$ cat src/rtl/stage4_message_assemble_pkg.sv
// Shared constants, type codes and tag decode for the stage4 message assembler.
package stage4_message_assemble_pkg;

  localparam int unsigned DATA_W_DEF                = 64;
  localparam int unsigned MAX_MESSAGE_BITS          = 512;
  localparam int unsigned MESSAGE_MUX_CONTROL_WIDTH = 2;
  localparam int unsigned TIMEOUT_DEF               = 255;

  localparam logic [MESSAGE_MUX_CONTROL_WIDTH-1:0] MESSAGE_MUX_NONE = 2'd0;
  localparam logic [MESSAGE_MUX_CONTROL_WIDTH-1:0] MESSAGE_MUX_A    = 2'd1;
  localparam logic [MESSAGE_MUX_CONTROL_WIDTH-1:0] MESSAGE_MUX_K    = 2'd2;

  localparam logic [7:0] TYPE_BYTE_A = 8'h61;
  localparam logic [7:0] TYPE_BYTE_K = 8'h6B;

  typedef enum logic [1:0] {
    ST_IDLE = 2'd0,
    ST_FILL = 2'd1,
    ST_HOLD = 2'd2
  } state_t;

  // Message type from the first byte of a sop word.
  function automatic logic [MESSAGE_MUX_CONTROL_WIDTH-1:0] tag_decode(input logic [7:0] type_byte);
    logic [MESSAGE_MUX_CONTROL_WIDTH-1:0] tag;
    tag = MESSAGE_MUX_NONE;
    if (type_byte == TYPE_BYTE_A) tag = MESSAGE_MUX_A;
    else if (type_byte == TYPE_BYTE_K) tag = MESSAGE_MUX_K;
    return tag;
  endfunction

endpackage

$ cat src/rtl/stage4_message_assemble_lane_buffer.sv
// One message lane: word-indexed payload register, type tag and overflow detect.
module stage4_lane_buffer
  import stage4_message_assemble_pkg::*;
#(
  parameter int unsigned DATA_W   = DATA_W_DEF,
  parameter int unsigned MSG_BITS = MAX_MESSAGE_BITS,
  parameter int unsigned CTRL_W   = MESSAGE_MUX_CONTROL_WIDTH,
  parameter int unsigned IDX_W    = 4
) (
  input  logic                clk,
  input  logic                rst_n,
  input  logic                clr,
  input  logic                start,
  input  logic                wr,
  input  logic [IDX_W-1:0]    idx,
  input  logic [DATA_W-1:0]   data,
  output logic [MSG_BITS-1:0] payload,
  output logic [CTRL_W-1:0]   tag,
  output logic                trunc_c
);

  localparam int unsigned WORDS = MSG_BITS / DATA_W;

  // Only the first overflow word flags; later ones carry a saturated index.
  assign trunc_c = wr && (idx == IDX_W'(WORDS));

  always_ff @(posedge clk or negedge rst_n) begin
    if (!rst_n) begin
      payload <= '0;
      tag     <= CTRL_W'(MESSAGE_MUX_NONE);
    end else if (clr) begin
      payload <= '0;
      tag     <= CTRL_W'(MESSAGE_MUX_NONE);
    end else if (wr) begin
      if (start) begin
        payload                      <= '0;
        payload[MSG_BITS-1 -: DATA_W] <= data;
        tag                          <= CTRL_W'(tag_decode(data[DATA_W-1 -: 8]));
      end else begin
        for (int k = 1; k < int'(WORDS); k++) begin
          if (idx == IDX_W'(k)) payload[MSG_BITS-1-k*DATA_W -: DATA_W] <= data;
        end
      end
    end
  end

endmodule

$ cat src/rtl/stage4_message_assemble.sv
// Packs a word stream of feed messages into three tagged lanes for stage5.
// Optional STAGE4_MSG_CNT_EN adds per-type message and truncation counters.
module stage4_message_assemble
  import stage4_message_assemble_pkg::*;
#(
  parameter int unsigned DATA_W   = DATA_W_DEF,
  parameter int unsigned MSG_BITS = MAX_MESSAGE_BITS,
  parameter int unsigned CTRL_W   = MESSAGE_MUX_CONTROL_WIDTH,
  parameter int unsigned TIMEOUT  = TIMEOUT_DEF
) (
  input  logic                clk,
  input  logic                rst_n,
  input  logic                in_valid,
  output logic                in_ready,
  input  logic [DATA_W-1:0]   in_data,
  input  logic                in_sop,
  input  logic                in_eop,
  input  logic                in_pkt_end,
  input  logic                out_ready,
  output logic                message_en,
  output logic [MSG_BITS-1:0] message_1,
  output logic [MSG_BITS-1:0] message_2,
  output logic [MSG_BITS-1:0] message_3,
  output logic [CTRL_W-1:0]   message_mux_control_m1,
  output logic [CTRL_W-1:0]   message_mux_control_m2,
  output logic [CTRL_W-1:0]   message_mux_control_m3,
  output logic                trunc_err
`ifdef STAGE4_MSG_CNT_EN
  ,
  output logic [31:0]         cnt_a,
  output logic [31:0]         cnt_k,
  output logic [31:0]         cnt_trunc
`endif
);

  localparam int unsigned WORDS = MSG_BITS / DATA_W;
  localparam int unsigned IDX_W = $clog2(WORDS + 2);
  localparam int unsigned TO_W  = $clog2(TIMEOUT + 1);

  state_t           state, state_d;
  logic [1:0]       lane_cnt, lane_cnt_d;
  logic [IDX_W-1:0] wcnt, wcnt_d, wr_idx;
  logic [TO_W-1:0]  to_cnt, to_cnt_d;
  logic [1:0]       wr_lane;
  logic             acc, start, wr, clr, close;
  logic [2:0]       trunc_c;

  assign acc = in_valid && in_ready;

  // lane_cnt counts closed lanes between messages and names the open lane in FILL.
  always_comb begin
    state_d    = state;
    lane_cnt_d = lane_cnt;
    wcnt_d     = wcnt;
    to_cnt_d   = '0;
    start      = 1'b0;
    wr         = 1'b0;
    clr        = 1'b0;
    close      = 1'b0;
    wr_lane    = lane_cnt;
    wr_idx     = wcnt;
    unique case (state)
      ST_IDLE: begin
        if (acc && in_sop) begin
          start = 1'b1;
        end else if (!acc && lane_cnt != 2'd0) begin
          if (to_cnt == TO_W'(TIMEOUT - 1)) state_d = ST_HOLD;
          else to_cnt_d = to_cnt + 1'b1;
        end
      end
      ST_FILL: begin
        if (acc) begin
          if (in_sop) begin
            // Implicit close; a new message cannot fit once lane 3 was open, so it is dropped.
            if (lane_cnt == 2'd2) state_d = ST_HOLD;
            else begin
              start   = 1'b1;
              wr_lane = lane_cnt + 2'd1;
            end
          end else begin
            wr    = 1'b1;
            close = in_eop;
            if (wcnt != IDX_W'(WORDS + 1)) wcnt_d = wcnt + 1'b1;
          end
        end
      end
      ST_HOLD: begin
        if (out_ready) begin
          state_d    = ST_IDLE;
          lane_cnt_d = 2'd0;
          clr        = 1'b1;
        end
      end
      default: state_d = ST_IDLE;
    endcase
    if (start) begin
      wr         = 1'b1;
      wr_idx     = '0;
      wcnt_d     = IDX_W'(1);
      lane_cnt_d = wr_lane;
      state_d    = ST_FILL;
      close      = in_eop;
    end
    if (close) begin
      if (wr_lane == 2'd2 || in_pkt_end) state_d = ST_HOLD;
      else begin
        state_d    = ST_IDLE;
        lane_cnt_d = wr_lane + 2'd1;
      end
    end
  end

  // State, counters and registered handshake outputs.
  always_ff @(posedge clk or negedge rst_n) begin
    if (!rst_n) begin
      state      <= ST_IDLE;
      lane_cnt   <= 2'd0;
      wcnt       <= '0;
      to_cnt     <= '0;
      in_ready   <= 1'b0;
      message_en <= 1'b0;
      trunc_err  <= 1'b0;
    end else begin
      state      <= state_d;
      lane_cnt   <= lane_cnt_d;
      wcnt       <= wcnt_d;
      to_cnt     <= to_cnt_d;
      in_ready   <= (state_d != ST_HOLD);
      message_en <= (state_d == ST_HOLD);
      trunc_err  <= |trunc_c;
    end
  end

  stage4_lane_buffer #(.DATA_W(DATA_W), .MSG_BITS(MSG_BITS), .CTRL_W(CTRL_W), .IDX_W(IDX_W)) u_lane1 (
    .clk(clk), .rst_n(rst_n), .clr(clr),
    .start(start && wr_lane == 2'd0), .wr(wr && wr_lane == 2'd0),
    .idx(wr_idx), .data(in_data),
    .payload(message_1), .tag(message_mux_control_m1), .trunc_c(trunc_c[0])
  );

  stage4_lane_buffer #(.DATA_W(DATA_W), .MSG_BITS(MSG_BITS), .CTRL_W(CTRL_W), .IDX_W(IDX_W)) u_lane2 (
    .clk(clk), .rst_n(rst_n), .clr(clr),
    .start(start && wr_lane == 2'd1), .wr(wr && wr_lane == 2'd1),
    .idx(wr_idx), .data(in_data),
    .payload(message_2), .tag(message_mux_control_m2), .trunc_c(trunc_c[1])
  );

  stage4_lane_buffer #(.DATA_W(DATA_W), .MSG_BITS(MSG_BITS), .CTRL_W(CTRL_W), .IDX_W(IDX_W)) u_lane3 (
    .clk(clk), .rst_n(rst_n), .clr(clr),
    .start(start && wr_lane == 2'd2), .wr(wr && wr_lane == 2'd2),
    .idx(wr_idx), .data(in_data),
    .payload(message_3), .tag(message_mux_control_m3), .trunc_c(trunc_c[2])
  );

`ifdef STAGE4_MSG_CNT_EN
  logic [MESSAGE_MUX_CONTROL_WIDTH-1:0] start_tag;
  assign start_tag = tag_decode(in_data[DATA_W-1 -: 8]);

  // Statistics: messages counted when they take a lane.
  always_ff @(posedge clk or negedge rst_n) begin
    if (!rst_n) begin
      cnt_a     <= '0;
      cnt_k     <= '0;
      cnt_trunc <= '0;
    end else begin
      if (start && start_tag == MESSAGE_MUX_A) cnt_a <= cnt_a + 32'd1;
      if (start && start_tag == MESSAGE_MUX_K) cnt_k <= cnt_k + 32'd1;
      if (|trunc_c) cnt_trunc <= cnt_trunc + 32'd1;
    end
  end
`endif

endmodule

$ cat config.mk
export PLATFORM = sky130hd
export DESIGN_NAME = stage4_message_assemble
export DESIGN_NICKNAME = d
export VERILOG_FILES = /design/src/rtl/stage4_message_assemble_pkg.sv /design/src/rtl/stage4_message_assemble_lane_buffer.sv /design/src/rtl/stage4_message_assemble.sv
export SDC_FILE = /design/constraint.sdc
export NUM_CORES = 2
export LEC_CHECK = 0
export BUFFER_PORTS_ARGS = -buffer_cell sky130_fd_sc_hd__buf_2
export CORE_AREA = 2 2 627 629
export DETAILED_ROUTE_END_ITERATION = 16
export DIE_AREA = 0 0 629 631
export SYNTH_ARGS = -nofsm -noshare
export SYNTH_HDL_FRONTEND = slang
export SYNTH_SLANG_ARGS = --single-unit
$ cat constraint.sdc
create_clock -name clk -period 3.2 [get_ports clk]
set_clock_uncertainty 0.2 [all_clocks]
set_input_delay 0.32 -clock clk [delete_from_list [all_inputs] [get_ports clk]]
set_output_delay 0.32 -clock clk [all_outputs]
set_load 0.05 [all_outputs]
---- Word level (Yosys, flattened, before mapping) ----
Cells that the tools add are included.
word-level totals
  logic and storage cells ................. 206
  output and inout bits ................... 1545
  register bits after elaboration ......... 1561
  bits of input ports ..................... 71
operators by class
  muxes and demuxes ....................... 75
  reductions and logical operators ........ 73
  add/sub/neg operators ................... 4
  equality and inequality tests ........... 20
operator list
  operator                                              number
  2-to-1 mux 512 bit                                    6
  2-to-1 mux 448 bit                                    3
  2-to-1 mux 64 bit                                     10
  nonzero test 3 bit                                    21
  2-to-1 mux 2 bit                                      30
  AND reduction 2 bit                                   24
  2-to-1 mux 8 bit                                      4
  2-to-1 mux 4 bit                                      6
  nonzero test 2 bit                                    10
  equality test 4 x 3 -> 1 bit (second input constant)  4
  equality test 8 x 7 -> 1 bit (second input constant)  2
  2-to-1 mux 1 bit                                      14
  logical AND 1 bit                                     12
  adder 8 x 1 -> 8 bit (second input constant)          1
  equality test 2 bit (second input constant)           4
  equality test 4 x 2 -> 1 bit (second input constant)  2
  equality test 8 bit (second input constant)           1
  one-hot mux 2 bit (3 select lines)                    1
  adder 2 x 1 -> 2 bit (second input constant)          2
  adder 4 x 1 -> 4 bit (second input constant)          1
  equality test 2 x 1 -> 1 bit (second input constant)  2
  equality test 4 x 1 -> 1 bit (second input constant)  1
  equality test 4 bit (second input constant)           1
  logical NOT 2 bit                                     2
  other kinds (8)                                       8

---- Longest topological paths before layout ----
  depth in word-level cells ............... 11
  mapped depth ............................ 13
  mapped depth without buffers ............ 10

---- By module ----
A second synthesis with hierarchy kept.
unflattened totals
  cell total of the unflattened synthesis .. 5736
  area, all modules ....................... 65744.3 µm²
by module, submodules not included
  module                   cells each  seq. area each (µm²)  area each (µm²)  times used
  stage4_lane_buffer       1872        12862.3               21524.4          3
  stage4_message_assemble  120         475.5                 1171.1           1

---- Least setup slack after synthesis ----
OpenSTA, ideal clock, no wires.
  path kind ............................... reg-to-reg
  from .................................... register in_ready
  to ...................................... register u_lane3.payload[195]
  period minus slack after synthesis ...... 3285 ps
  arrival ................................. 2964 ps
  cell stages (with the launch flop) ...... 12
  setup slack ............................. -85 ps
  library setup time ...................... 121 ps
  buffers on the path ..................... 2
  cell sequence ........................... dfrtp_1 > and4b_1 > buf_2 > and3_1 > a21o_1 > inv_1 > ha_1 > inv_1 > nor4_4 > a21oi_2 > buf_2 > a22o_1
between the ends
  longest elaborated chain between the ends .. 8
  elaborated cells on any way between the ends .. 21
RTL lines
  item                                                                              RTL line                                                       text
  from (decl)                                                                       stage4_message_assemble.sv:14                                  output logic in_ready,
  from (signal assigned)                                                            stage4_message_assemble.sv:128                                 in_ready <= (state_d != ST_HOLD);
  logical AND 1 bit *                                                               stage4_message_assemble.sv:48                                  assign acc = in_valid && in_ready;
  logical AND 1 bit / 2-to-1 mux 2 bit (equally long branches)                      stage4_message_assemble.sv:64, stage4_message_assemble.sv:72
  2-to-1 mux 1 bit / 2-to-1 mux 2 bit (equally long branches)                       stage4_message_assemble.sv:64, stage4_message_assemble.sv:62
  one-hot mux 1 bit (2 select lines) / equality test 2 bit (equally long branches)  stage4_message_assemble.sv:62, stage4_message_assemble.sv:150
  2-to-1 mux 4 bit, or another cell as far along                                    stage4_message_assemble.sv:96                                  if (start) begin
  equality test 4 x 3 -> 1 bit, or another cell as far along                        stage4_message_assemble_lane_buffer.sv:41                      if (idx == IDX_W'(k)) payload[MSG_BITS-1-k*DATA_W -: DATA_W] <= data;
  nonzero test 3 bit (no line), or another cell as far along                        n/a
  AND reduction 2 bit (no line) / 2-to-1 mux 512 bit (equally long branches)        n/a
  to (signal, indexed assignment)                                                   stage4_message_assemble_lane_buffer.sv:37                      payload[MSG_BITS-1 -: DATA_W] <= data;
  to (signal, indexed assignment)                                                   stage4_message_assemble_lane_buffer.sv:41
  to (decl)                                                                         stage4_message_assemble_lane_buffer.sv:17                      output logic [MSG_BITS-1:0] payload,
Mark *: on every way between the ends. The rest lies on a longest branch, timed or not. The select of a mux whose other input is x is not followed.
A chain may end at the register's enable or synchronous reset.

---- Final worst setup path ----
  from .................................... register state[1]
  to ...................................... register u_lane2.payload[119]
between the ends
  longest elaborated chain between the ends .. 7
  elaborated cells on any way between the ends .. 19
RTL lines
  item                                                      RTL line                                   text
  from (decl)                                               stage4_message_assemble.sv:40              state_t state, state_d;
  from (signal assigned)                                    stage4_message_assemble.sv:124             state <= state_d;
  branches (longest 7 deep; another with 2-to-1 mux 4 bit)  n/a
  to (signal, indexed assignment)                           stage4_message_assemble_lane_buffer.sv:37
  to (signal, indexed assignment)                           stage4_message_assemble_lane_buffer.sv:41
  to (decl)                                                 stage4_message_assemble_lane_buffer.sv:17
Parallel ways; which one is timed is not known. The select of a mux whose other input is x is not followed.

==> results.json <==
{
  "status": "finished clean",
  "arrival_ns": 3.69,
  "wl_um": 374000,
  "maxCapViolations": 0,
  "power.leakage_nw": 43.4,
  "antenna_found_initial": 38,
  "startpoint_type": "flop",
  "synth_nets": 4372,
  "synth_area_per_cell_um2": 13.3,
  "pwr-share-comb_pct": 36.4,
  "rsz0062_at_grt": "true",
  "final_common_cell": "buf_2",
  "layout_common_cells": "buf_2 (1614), dfrtp_1 (1560), a22o_1 (1347)",
  "end_kind": "flop",
  "grt_pass1_vias": 47800,
  "cts_buffers": 186,
  "syn_area_mm2": 0.0571,
  "drive_gt1_share_pct": 39.7,
  "clk_latency_ns": 0.90,
  "grt_pass1_wl_um": 482000,
  "viasPerCell": 4.23,
  "gr-usage-all-layers_pct": 18.0,
  "tritoncts": "done",
  "avgRoutedWirePerCell_um": 32.0,
  "fillers": 42200,
  "cts-root-buf": "clkbuf_16",
  "relSlewSlack_pct": 27.0,
  "grt_overflow_total": 0,
  "final_max_slew_viol_count": 0,
  "die_w_um": 629,
  "grt_max_degree": 113,
  "clk_pin_slew_ns": 0.06,
  "dp.final_hpwl_um": 280000,
  "fp.dieH_um": 631,
  "synth.distinct_cells": 50,
  "area_growth_syn_to_layout_pct": 47.1,
  "critical_path_class": "reg -> reg",
  "synthCells": 4292,
  "cts_max_level": 4,
  "remaining_drc_errors": 0,
  "clock_path_buffers": 4,
  "pin_count": 1616,
  "holdWs_ns": 0.0806,
  "initial_core_util_pct": 14.6,
  "dr_total_vias": 49400,
  "p_clk_share_pct": 30.6,
  "min_period_ns": 3.12,
  "cellInternalPower_mw": 40.8,
  "yosysSeqAreaShare_pct": 68.4,
  "power-per-cell-area_mw_per_mm2": 859,
  "fmax_ghz": 0.321,
  "place_inst": 11200,
  "clock-sinks": 1561,
  "place_congestion": 0.854,
  "peakVddDrop_mv": 0.425,
  "die_area_mm2": 0.397,
  "fin_util_pct": 21.5,
  "hold_path.class": "in -> async",
  "dr.pass1.iters": 6,
  "ant_nets": 0,
  "finalSetupViolCount": 0,
  "swShare_pct": 43.4,
  "path_max_fanout": 19,
  "p_sw_mw": 31.3,
  "row_count": 230,
  "seq_area_mm2": 0.0391,
  "finalHoldViolations": 0,
  "timing.final.crit_share_pct": 97.5,
  "multi_input_area_mm2": 0.0172,
  "nets": 6362,
  "p_seq_share_pct": 32.9,
  "portBuffers": 1615,
  "yosys_warnings": 0,
  "setup_tns_ns": 0,
  "synth_edf_count": 0,
  "ys_ff_latch": 1561,
  "async_flop_share_pct": 100,
  "required_ns": 3.77,
  "core-area_mm2": 0.391,
  "drt-initial-drc-count": 4784,
  "tightest_slew_ns": 1.09,
  "final_cells": 11700,
  "ys.flop_type": "dfrtp_1"
}
stage by stage:
stage | instance area [µm²] | total power, mW | setup slack (ns)
6_report | 83900 | 72.1 | 0.0810
5_1_grt | 83900 | 74.6 | -0.0670
4_1_cts | 83500 | 72.6 | -0.0150
3_5_place_dp | 76300 | 50.1 | -0.599
3_3_place_gp | 76300 | 50.0 | -0.672
2_1_floorplan | 57100 | 37.7 | 0.0632
synthesized netlist by cell type (all sizes together) (5+ instances only):
cell type	instances	area share [%]
nor3	7	0.061
nor4	6	0.14
a22o	1347	21
nand2	464	3.1
and3	5	0.055
inv	13	0.086
a21oi	216	2.0
xor2	5	0.077
nand3	13	0.11
buf	161	1.4
nor2	222	1.5
dfrtp	1561	68
clkbuf	201	1.3
and2	8	0.088
ha	9	0.20
critical path, stage by stage, from the launching register on:
cell     delay [ns]
dfrtp_1        0.38
and4b_2        0.32
nand2_2        0.09
mux2i_1        0.15
buf_4          0.15
ha_2           0.20
inv_2          0.10
nor3_4         0.07
buf_12         0.16
nor2_1         0.84
a22o_1         0.27
flip-flops by register name (all words and copies together) (netlist names):
signal,flops
u_lane3.payload,512
trunc_err,1
lane_cnt,2
u_lane1.tag,2
state,2
u_lane1.payload,512
to_cnt,8
u_lane3.tag,2
u_lane2.payload,512
wcnt,4
message_en,1
in_ready,1
u_lane2.tag,2
what timing repair did:
| item | in CTS | in global routing |
|---|---|---|
| resized for setup | 32 | 32 |
| gates cloned | 1 | 6 |
| buffers inserted | 3 | 13 |
| hold buffers | 74 | 0 |
| pin swaps | 3 | 10 |
| endpoints found under the setup margin | 563 | 573 |
| hold endpoints to repair | 1163 | 0 |
logic make-up (layout without fill, tap and decap cells):
group           after synthesis  after routing  synth area share (%)
other cells                   0             21                     0
mux                           6              6                 0.112
buf+inv                     375           2514                  2.79
simple gates                751            751                  5.38
xor+xnor                      7              7                 0.107
compound gates             1583           1583                  23.0
fa+ha+maj                     9              9                 0.197
flops                      1561           1561                  68.4
per-layer routing:
layer / routed length [µm] / vias up / track usage [%]
met5: 13 / - / 0
met1: 153000 / 25900 / 23.0
met2: 172000 / 2994 / 28.6
met4: 18000 / 2 / 7.50
met3: 30900 / 619 / 4.73
li1: - / 19900 / -
layout make-up:
cell class              instances  share of cell area [%]
repair buffers               2164                    17.6
multi-input cells            2356                    20.5
inverters                      13                  0.0581
flip-flops and latches       1561                    46.5
well taps                    5220                    7.78
diodes                         21                  0.0626
clock buffers                 261                    6.33
clock inverters                76                    1.11
path summary, 6_finish.rpt:
path | from | end | slack, ns | cells after the start
setup / recovery | state[1]$_DFF_PN0_ | u_lane2.payload[119]$_DFFE_PN0P_ | 0.08 | 10
hold / removal | rst_n | u_lane2.payload[428]$_DFFE_PN0P_ | 0.08 | 3
setup reg to reg | state[1]$_DFF_PN0_ | u_lane2.payload[119]$_DFFE_PN0P_ | 0.08 | 10
hold reg to reg | u_lane3.payload[337]$_DFFE_PN0P_ | u_lane3.payload[337]$_DFFE_PN0P_ | 0.29 | 1
max in group asynchronous | rst_n | u_lane2.payload[266]$_DFFE_PN0P_ | 1.90 | 3
min in group clk | in_data[2] | u_lane1.payload[450]$_DFFE_PN0P_ | 0.11 | 4
power groups by stage:
stage	Combinational (mW)	Sequential [mW]	Clock, mW
detailed placement	26.2	24.0	0
CTS	26.4	23.7	22.6
global placement	26.1	24.0	0
floorplan	5.36	32.3	0
global route	27.3	24.0	23.4
finish	26.3	23.7	22.1
Note: power is estimated with default switching activity, not from simulation.
